$ cat config.mk
export PLATFORM = sky130hd
export DESIGN_NAME = multi_tick_divider
export DESIGN_NICKNAME = d
export VERILOG_FILES = /design/src/rtl/multi_tick_divider.sv
export SDC_FILE = /design/constraint.sdc
export NUM_CORES = 1
export LEC_CHECK = 0
export ABC_AREA = 1
export CORE_MARGIN = 8
export CORE_UTILIZATION = 60
export CTS_CLUSTER_SIZE = 24
export DETAILED_ROUTE_END_ITERATION = 8
export PLACE_DENSITY = 0.78
export RECOVER_POWER = 25
export SKIP_LAST_GASP = 1
export SLEW_MARGIN = 20
export SYNTH_ARGS = -nofsm -noshare
export SYNTH_HDL_FRONTEND = slang
export SYNTH_SLANG_ARGS = --single-unit
$ cat constraint.sdc
create_clock -name clk -period 16.35 [get_ports clk]
set_clock_uncertainty 0.1 [all_clocks]
set_input_delay 1.635 -clock clk [delete_from_list [all_inputs] [get_ports clk]]
set_output_delay 1.635 -clock clk [all_outputs]
set_load 0.01 [all_outputs]
$ cat src/rtl/multi_tick_divider.sv
// multi_tick_divider
//   Shared timebase block. Each of NUM_CH channels divides clk by its own
//   run-time divisor. Each channel produces a one-cycle tick, a square
//   output that toggles on every tick, and a sticky done flag for one-shot
//   use.
//
// Ports
//   clk         system clock
//   reset       asynchronous, active-high reset (divisors return to DEFAULT_DIV)
//   sync_clr    synchronous clear of counters, tick, sq and done (divisors/modes kept)
//   enable      per-channel run enable
//   oneshot     per-channel mode: 0 = periodic, 1 = one-shot
//   load_valid  divisor write strobe (one cycle)
//   load_ch     channel addressed by load_valid; out-of-range values are ignored
//   load_div    divisor value written
//   tick_out    registered one-cycle pulse per period
//   sq_out      registered toggle, inverts on every tick
//   done        sticky flag, set on a one-shot tick
module multi_tick_divider #(
    parameter int NUM_CH      = 4,
    parameter int CNT_W       = 27,
    parameter int DEFAULT_DIV = 50_000_000,
    parameter int CH_W        = (NUM_CH > 1) ? $clog2(NUM_CH) : 1
) (
    input  logic              clk,
    input  logic              reset,
    input  logic              sync_clr,
    input  logic [NUM_CH-1:0] enable,
    input  logic [NUM_CH-1:0] oneshot,
    input  logic              load_valid,
    input  logic [CH_W-1:0]   load_ch,
    input  logic [CNT_W-1:0]  load_div,
    output logic [NUM_CH-1:0] tick_out,
    output logic [NUM_CH-1:0] sq_out,
    output logic [NUM_CH-1:0] done
);

    for (genvar c = 0; c < NUM_CH; c++) begin : g_ch
        logic [CNT_W-1:0] cnt_q;
        logic [CNT_W-1:0] div_q;
        logic [CNT_W-1:0] eff;
        logic             term;
        logic             load_hit;
        logic             tick_q;
        logic             sq_q;
        logic             done_q;

        // A divisor of 0 behaves like 1 so the counter always has a reachable terminal value.
        assign eff      = (div_q == '0) ? CNT_W'(1) : div_q;
        assign term     = (cnt_q == (eff - CNT_W'(1)));
        // Channel indices beyond NUM_CH never match, so such writes fall on the floor.
        assign load_hit = load_valid && (load_ch == CH_W'(c));

        // ---- channel state register stage ----
        always_ff @(posedge clk or posedge reset) begin
            if (reset) begin
                cnt_q  <= '0;
                div_q  <= CNT_W'(DEFAULT_DIV);
                tick_q <= 1'b0;
                sq_q   <= 1'b0;
                done_q <= 1'b0;
            end else if (sync_clr) begin
                cnt_q  <= '0;
                tick_q <= 1'b0;
                sq_q   <= 1'b0;
                done_q <= 1'b0;
            end else if (load_hit) begin
                // A load wins over a coincident terminal count and restarts the period.
                div_q  <= load_div;
                cnt_q  <= '0;
                tick_q <= 1'b0;
                done_q <= 1'b0;
            end else if (!enable[c]) begin
                tick_q <= 1'b0;
            end else if (oneshot[c] && done_q) begin
                // Halted one-shot: counter already sits at 0 after its tick.
                tick_q <= 1'b0;
            end else if (term) begin
                cnt_q  <= '0;
                tick_q <= 1'b1;
                sq_q   <= ~sq_q;
                if (oneshot[c]) begin
                    done_q <= 1'b1;
                end
            end else begin
                cnt_q  <= cnt_q + CNT_W'(1);
                tick_q <= 1'b0;
            end
        end

        assign tick_out[c] = tick_q;
        assign sq_out[c]   = sq_q;
        assign done[c]     = done_q;
    end

endmodule

==> results of run 1 <==
stage by stage:
| step | utilization | worst slack (ns) | total power (W) |
|---|---|---|---|
| final | 0.661 | 10.81 | 0.00189 |
| after global routing | 0.661 | 9.91 | 0.00200 |
| after detailed placement | 0.630 | 11.43 | 0.00130 |
| after global placement | 0.630 | 11.55 | 0.00128 |
| after floorplan | - | 8.45 | 0.00115 |
| after CTS | 0.661 | 11.98 | 0.00189 |
power by group:
part           switching, W  leakage, nW  internal (W)
sequential        0.0000911         2.91      0.000641
combinational      0.000367         4.69      0.000200
clock              0.000238        0.427      0.000351
total              0.000696         8.03       0.00119
registers in the layout (all words and copies together) (netlist names):
signal	flops
g_ch.cnt_q	108
g_ch.div_q	108
g_ch.done_q	4
g_ch.sq_q	4
g_ch.tick_q	4
per-layer routing:
metal,vias to the layer above,GRT usage
met4,0,0.0810
met3,72,0.0419
met5,-,0
met2,485,0.447
li1,7569,-
met1,7281,0.381
placed cells by master (no fill, tap or decap), drive strengths merged, types with 17 or more instances in the layout:
| cell | count |
|---|---|
| xnor2 | 81 |
| a21oi | 37 |
| dfstp | 48 |
| dfrtp | 180 |
| nand3 | 185 |
| nand3b | 17 |
| inv | 255 |
| nand4 | 75 |
| or2 | 23 |
| clkdlybuf4s50 | 50 |
| nand2 | 632 |
| clkbuf | 39 |
| nor2 | 340 |
| xor2 | 140 |
| nor3 | 47 |
| o21ai | 166 |
worst min-delay path by stage:
stage / slack, ns / cells after the start / endpoint
floorplan: 0.36 / 2 / g_ch[1].done_q$_DFFE_PP0P_
detailed placement: 0.39 / 2 / g_ch[0].sq_q$_DFFE_PP0P_
finish: 0.40 / 2 / g_ch[0].sq_q$_DFFE_PP0P_
CTS: 0.41 / 2 / g_ch[0].sq_q$_DFFE_PP0P_
global placement: 0.39 / 2 / g_ch[0].done_q$_DFFE_PP0P_
global route: 0.44 / 2 / g_ch[3].div_q[23]$_DFFE_PP1P_
cell families (layout without fill, tap and decap cells):
family	after synthesis	in the layout	synth area share
simple gates	1339	1339	0.371
mux	1	1	0.000596
xor+xnor	221	221	0.116
flops	228	228	0.343
fa+ha+maj	8	8	0.00596
buf+inv	325	368	0.0819
compound gates	228	228	0.0811
area by class of cell:
cell class | count | area, um2 | area share
well taps | 378 | 473 | 0.0258
clock inverters | 10 | 103 | 0.00560
multi-input cells | 1797 | 9650 | 0.527
inverters | 259 | 976 | 0.0533
flip-flops and latches | 228 | 5770 | 0.315
clock buffers | 38 | 757 | 0.0413
repair buffers | 61 | 584 | 0.0319
tightest hold or removal path, cell delays in order (launching register included):
cell	delay, ns
dfrtp_1	0.36
nand2_1	0.05
o21ai_0	0.06
==> metrics.log, run 1 <==
INFO  metric failed_checks = max-capacitance violations, max-slew violations
INFO  metric number_of_drc_markers_after_the_initial_detailed_route_iteration = 1305
INFO  metric crit_cells = 3
INFO  metric design.portCount = between 50 and 60
INFO  metric maxUsedRoutingLayer = met4
INFO  metric critical-path-max-stage-delay = about 2.7 ns
INFO  metric io_buffers = 52
INFO  metric clkLatencyLatePin = 0.55 ns
INFO  metric die-area = between 0.03 and 0.04 mm2
INFO  metric regToRegSetupSlack = approximately 12 ns
INFO  metric detail_route.wirelength.met1 = about 21 mm
INFO  metric critical_path_class = in -> async
INFO  metric setup_violations = 0
INFO  metric nets = around 2400
INFO  metric grt.overflow.total = 0
INFO  metric worst_r2r_startpoint = g_ch[2].div_q[17]$_DFFE_PP1P_
INFO  metric r2r_end = g_ch[2].cnt_q[0]$_DFFE_PP0P_
INFO  metric fillCellCount = roughly 2500
INFO  metric whs = between 0.4 and 0.5 ns
INFO  metric global_route.usage.total = 0.277
INFO  metric max_freq = between 0.15 and 0.2 GHz
INFO  metric synth.most_common_cell = nand2_1
INFO  metric synth_area_leaders = dfrtp_1 (27%), nand2_1 (14%), dfstp_2 (7.5%), xor2_1 (7.3%), nor2_1 (5.9%)
INFO  metric netlist.top_cell.by_area = dfrtp_1
INFO  metric largest_net_degree_at_the_start_of_global_routing = 111
INFO  metric postSynthNetCount = around 2400
INFO  metric holdBufCountCts = 0
INFO  metric grt_pass1_vias = between 10000 and 15000
INFO  metric post-place-cells = around 2700
INFO  metric numClockSinks = approximately 230
INFO  metric final_layout_size_suffix_gt1_frac = 0.127
INFO  metric dominantRegCellSynth = dfrtp_1
INFO  metric postLayoutCellArea = 0.0183 mm2
INFO  metric worst-endpoint-arrival = about 6.0 ns
INFO  metric slew_viol_final = between 100 and 150
INFO  metric family_with_the_most_delay_on_the_worst_path = buffers and inverters
INFO  metric critical_path.n_buffers_inverters = 3
INFO  metric syn_avg_cell_area = slightly above 7 um2
INFO  metric worst_ir_drop_vdd = 0.0844 mV
INFO  metric drv_cap = 1
INFO  metric clock_pin_slew_of_the_registers_on_the_worst_case_setup_and_hold_paths = roughly 0.060 ns
INFO  metric static_leakage = ~8 nW
INFO  metric final_antenna_net_count = 0
INFO  metric worstHoldPathType = reg -> reg
INFO  metric core = about 0.028 mm2
INFO  metric timing.critical_path.cells = dlygate4sd3_1 -> clkinvlp_2 -> buf_4
INFO  metric cts_max_level = 1
INFO  metric ys_async_sr_fraction = 1.00
INFO  metric cts_root_buffer = clkbuf_16
INFO  metric tritoncts.num_buffers = 26
INFO  metric dp.final_hpwl = 35.9 mm
INFO  metric setup_repair_after_global_routing_missed_its_margin = false
INFO  metric critical_path.endpoint = g_ch[1].cnt_q[24]$_DFFE_PP0P_
INFO  metric drc = 0
INFO  metric ff2ff_path_depth = 18
INFO  metric max-slew-margin-rel = -2.25
INFO  metric min_period = around 5.5 ns
INFO  metric synth.lib_cells_used.distinct = 57
INFO  metric grt_antenna_before_repair = 0
INFO  metric worst_path_max_delay_cell = clkinvlp_2
INFO  metric area_of_the_mapped_netlist = around 0.017 mm2
INFO  metric crit_required = approximately 17 ns
INFO  metric place_congestion = roughly 0.96
INFO  metric cts_setup_buffers = 0
INFO  metric drtPass1Iterations = 6
INFO  metric final-instance-count-excl-fill = about 2800
INFO  metric via_per_inst = 5.56
INFO  metric area.growth.synth_to_final = 9.05%
INFO  metric total_of_cells_resized_after_clock_tree_synthesis = 0
INFO  metric power_density = roughly 100 mW/mm2
INFO  metric drt_wl_total = between 40 and 50 mm
INFO  metric met3RoutedLength = between 3 and 4 mm
INFO  metric setup_total_negative_slack = 0 ns
INFO  metric met2_length = roughly 21 mm
INFO  metric tritoncts = done
INFO  metric critPathLaunch = reset
INFO  metric placed_cell_area = approximately 0.017 mm2
INFO  metric dieWidth = ~180 um
INFO  metric setup.worst_path.start_class = input pin
INFO  metric hold_start = g_ch[0].sq_q$_DFFE_PP0P_
INFO  metric worstMarginPinSlew = just under 5 ns
INFO  metric via_count_of_the_routed_design = about 15000
INFO  metric post_synth_inst_count = 2350
INFO  metric cp_max_fo = 110
INFO  metric ys.warnings.count = 0
INFO  metric run_status = finished with violations
INFO  metric clock_path_buffers = 3
INFO  metric wl_per_cell = approximately 17 um
INFO  metric finalCritPeriodShare = 0.339
INFO  metric ys_seq_area_frac = 0.343
INFO  metric die-height = 183 um
INFO  metric grt_pass1_wl = roughly 75 mm
INFO  metric worst_setup_path_end_kind = async pin
INFO  metric floorplan.initialDensity = 0.606
INFO  metric timing.final.hold_violations = 0
INFO  metric netlist.area_leader.share = 0.268
INFO  metric synth_edf_count = 0
INFO  metric ant_diodes = 0
INFO  metric synth_top_cells_by_count = nand2_1 (606), nor2_1 (266), inv_1 (242), dfrtp_1 (180), nand3_1 (172)
INFO  metric postSynthRegisterBits = between 200 and 250
INFO  metric floorplan.rows = 61
No activity file was read; power rests on OpenSTA's default activity.
==> run 2, diff against run 1 <==
--- a/config.mk
+++ b/config.mk
@@ -7,7 +7,7 @@
 export LEC_CHECK = 0
 export ABC_AREA = 1
 export CORE_MARGIN = 8
-export CORE_UTILIZATION = 60
+export CORE_UTILIZATION = 57
 export CTS_CLUSTER_SIZE = 24
 export DETAILED_ROUTE_END_ITERATION = 8
 export PLACE_DENSITY = 0.78
==> constraint.sdc (replaced) <==
create_clock -name clk -period 4.8 [get_ports clk]
set_clock_uncertainty 0.1 [all_clocks]
set_input_delay 0.48 -clock clk [delete_from_list [all_inputs] [get_ports clk]]
set_output_delay 0.48 -clock clk [all_outputs]
set_load 0.01 [all_outputs]
==> metrics.log, run 2 (synthesized netlist as in run 1, its figures left out) <==
INFO  metric run_status = finished with violations
INFO  metric failed_checks = max-capacitance violations, max-slew violations
INFO  metric placed_cell_area = around 0.018 mm2
INFO  metric holdBufCountCts = 0
INFO  metric nets = roughly 2400
INFO  metric number_of_drc_markers_after_the_initial_detailed_route_iteration = 1485
INFO  metric setup.worst_path.start_class = flip-flop
INFO  metric setup_total_negative_slack = 0 ns
INFO  metric final_antenna_net_count = 0
INFO  metric die-area = roughly 0.035 mm2
INFO  metric tritoncts.num_buffers = 26
INFO  metric wl_per_cell = 17.5 um
INFO  metric worst_ir_drop_vdd = between 0.3 and 0.4 mV
INFO  metric dp.final_hpwl = around 38 mm
INFO  metric worstMarginPinSlew = around 2.4 ns
INFO  metric die-height = around 190 um
INFO  metric whs_path_depth = 3
INFO  metric ff2ff_path_depth = 19
INFO  metric commonest_non_fill_non_tap_cell_in_the_layout = nand2_1
INFO  metric finalCritPeriodShare = 0.810
INFO  metric static_leakage = a little over 8 nW
INFO  metric clkLatencyLatePin = roughly 0.55 ns
INFO  metric ant_diodes = 0
INFO  metric floorplan.rows = 63
INFO  metric whs = between 0.4 and 0.5 ns
INFO  metric drtPass1Iterations = 6
INFO  metric fillCellCount = 2686
INFO  metric clock_path_buffers = 3
INFO  metric numClockSinks = 228
INFO  metric grt_antenna_before_repair = 1
INFO  metric mostFrequentLayoutCells = nand2_1 (606), nor2_1 (264), inv_1 (241)
INFO  metric drv_cap = 2
INFO  metric timing.final.hold_violations = 0
INFO  metric worstHoldPathType = in -> reg
INFO  metric critPathLaunch = g_ch[3].div_q[17]$_DFFE_PP1P_
INFO  metric grt_pass1_vias = about 15000
INFO  metric dieWidth = approximately 190 um
INFO  metric cp_max_fo = 26
INFO  metric total_of_cells_resized_after_clock_tree_synthesis = 0
INFO  metric power_density = approximately 370 mW/mm2
INFO  metric grt_pass1_wl = 78.8 mm
INFO  metric worst_setup_path_end_kind = flip-flop
INFO  metric cts_setup_buffers = 0
INFO  metric place_ws = 0.905 ns
INFO  metric regToRegSetupSlack = slightly above 0.9 ns
INFO  metric largest_net_degree_at_the_start_of_global_routing = 100
INFO  metric final_layout_size_suffix_gt1_frac = 0.131
INFO  metric layout_top_registers = g_ch.cnt_q: 108 flops, g_ch.div_q: 108 flops
INFO  metric hold_start = load_div[15]
INFO  metric grt.overflow.total = 0
INFO  metric postLayoutCellArea = roughly 0.019 mm2
INFO  metric floorplan.initialDensity = 0.573
INFO  metric core = just under 0.03 mm2
INFO  metric setup_violations = 0
INFO  metric via_count_of_the_routed_design = about 15000
INFO  metric io_buffers = 52
INFO  metric postLayoutSetupSlackWorst = between 0.9 and 1 ns
INFO  metric tritoncts = done
INFO  metric max_freq = approximately 0.26 GHz
INFO  metric design.portCount = 53
INFO  metric crit_required = 5.09 ns
INFO  metric clock_pin_slew_of_the_registers_on_the_worst_case_setup_and_hold_paths = roughly 0.060 ns
INFO  metric worst_r2r_startpoint = g_ch[3].div_q[17]$_DFFE_PP1P_
INFO  metric slew_viol_final = 100
INFO  metric worst-endpoint-arrival = approximately 4.2 ns
INFO  metric max-slew-margin-rel = -0.568
INFO  metric place_congestion = between 0.9 and 1
INFO  metric setup_repair_after_global_routing_missed_its_margin = false
INFO  metric cts_max_level = 1
INFO  metric area.growth.synth_to_final = 10.4%
INFO  metric global_route.usage.total = 0.273
INFO  metric worst_hold_path.endpoint = g_ch[3].div_q[15]$_DFFE_PP1P_
INFO  metric via_per_inst = 5.56
INFO  metric critical_path_class = reg -> reg
INFO  metric r2r_end = g_ch[3].cnt_q[0]$_DFFE_PP0P_
INFO  metric drc = 0
INFO  metric drt_wl_total = 48.6 mm
INFO  metric min_period = 3.89 ns
INFO  metric cts_root_buffer = clkbuf_16
run 2: how the worst max path moves through the flow:
stage	endpoint	slack [ns]	cells after the start
after floorplan	g_ch[0].cnt_q[0]$_DFFE_PP0P_	1.28	1
after CTS	g_ch[3].cnt_q[0]$_DFFE_PP0P_	0.89	19
after global routing	g_ch[1].cnt_q[22]$_DFFE_PP0P_	0.32	3
after global placement	g_ch[3].cnt_q[0]$_DFFE_PP0P_	1.11	19
final	g_ch[3].cnt_q[0]$_DFFE_PP0P_	0.91	19
after detailed placement	g_ch[3].cnt_q[0]$_DFFE_PP0P_	0.90	19
run 2: through the flow:
stage,total power (W),utilization,instances
after detailed placement,0.00445,0.597,2736
after global routing,0.00722,0.632,2784
after global placement,0.00442,0.597,2736
after CTS,0.00685,0.632,2784
after floorplan,0.00392,-,2350
final,0.00684,0.632,2784
run 2: routing by layer:
metal,GRT usage,vias up,wire [um]
li1,-,7571,-
met1,0.365,7318,21300
met2,0.439,490,22100
met3,0.0539,108,3540
met4,0.0888,4,1670
met5,0.00569,-,40
run 2: power by group:
part / internal (W) / leakage [nW] / switching [W]
clock network: 0.00156 / 0.514 / 0.000821
logic: 0.000682 / 4.70 / 0.00128
registers: 0.00218 / 2.91 / 0.000315
total: 0.00442 / 8.13 / 0.00242
run 2: worst max-delay path, stage by stage, from the launching register on:
cell      delay (ns)
dfstp_2         0.57
nor2_1          0.08
nand2_1         0.14
nor2_2          0.05
nand2_2         0.08
nor2_4          0.05
nor2_4          0.28
ha_1            0.26
nand2_2         0.08
nor2_4          0.17
nand3_2         0.15
nor3_4          0.19
nand2_2         0.12
nor2_2          0.11
xor2_1          0.26
nand4_1         0.18
nor3_2          0.24
nand3_2         0.13
nand2_4         0.34
a21boi_0        0.16
run 2: final cells by class:
class                      count  area (um2)  share of cell area
clock buffer                  36         779              0.0421
clock inverter                12         260              0.0140
inverter                     259         976              0.0527
multi-input combinational   1797        9650               0.521
sequential                   228        5770               0.311
tap                          390         488              0.0263
timing repair buffer          62         606              0.0327
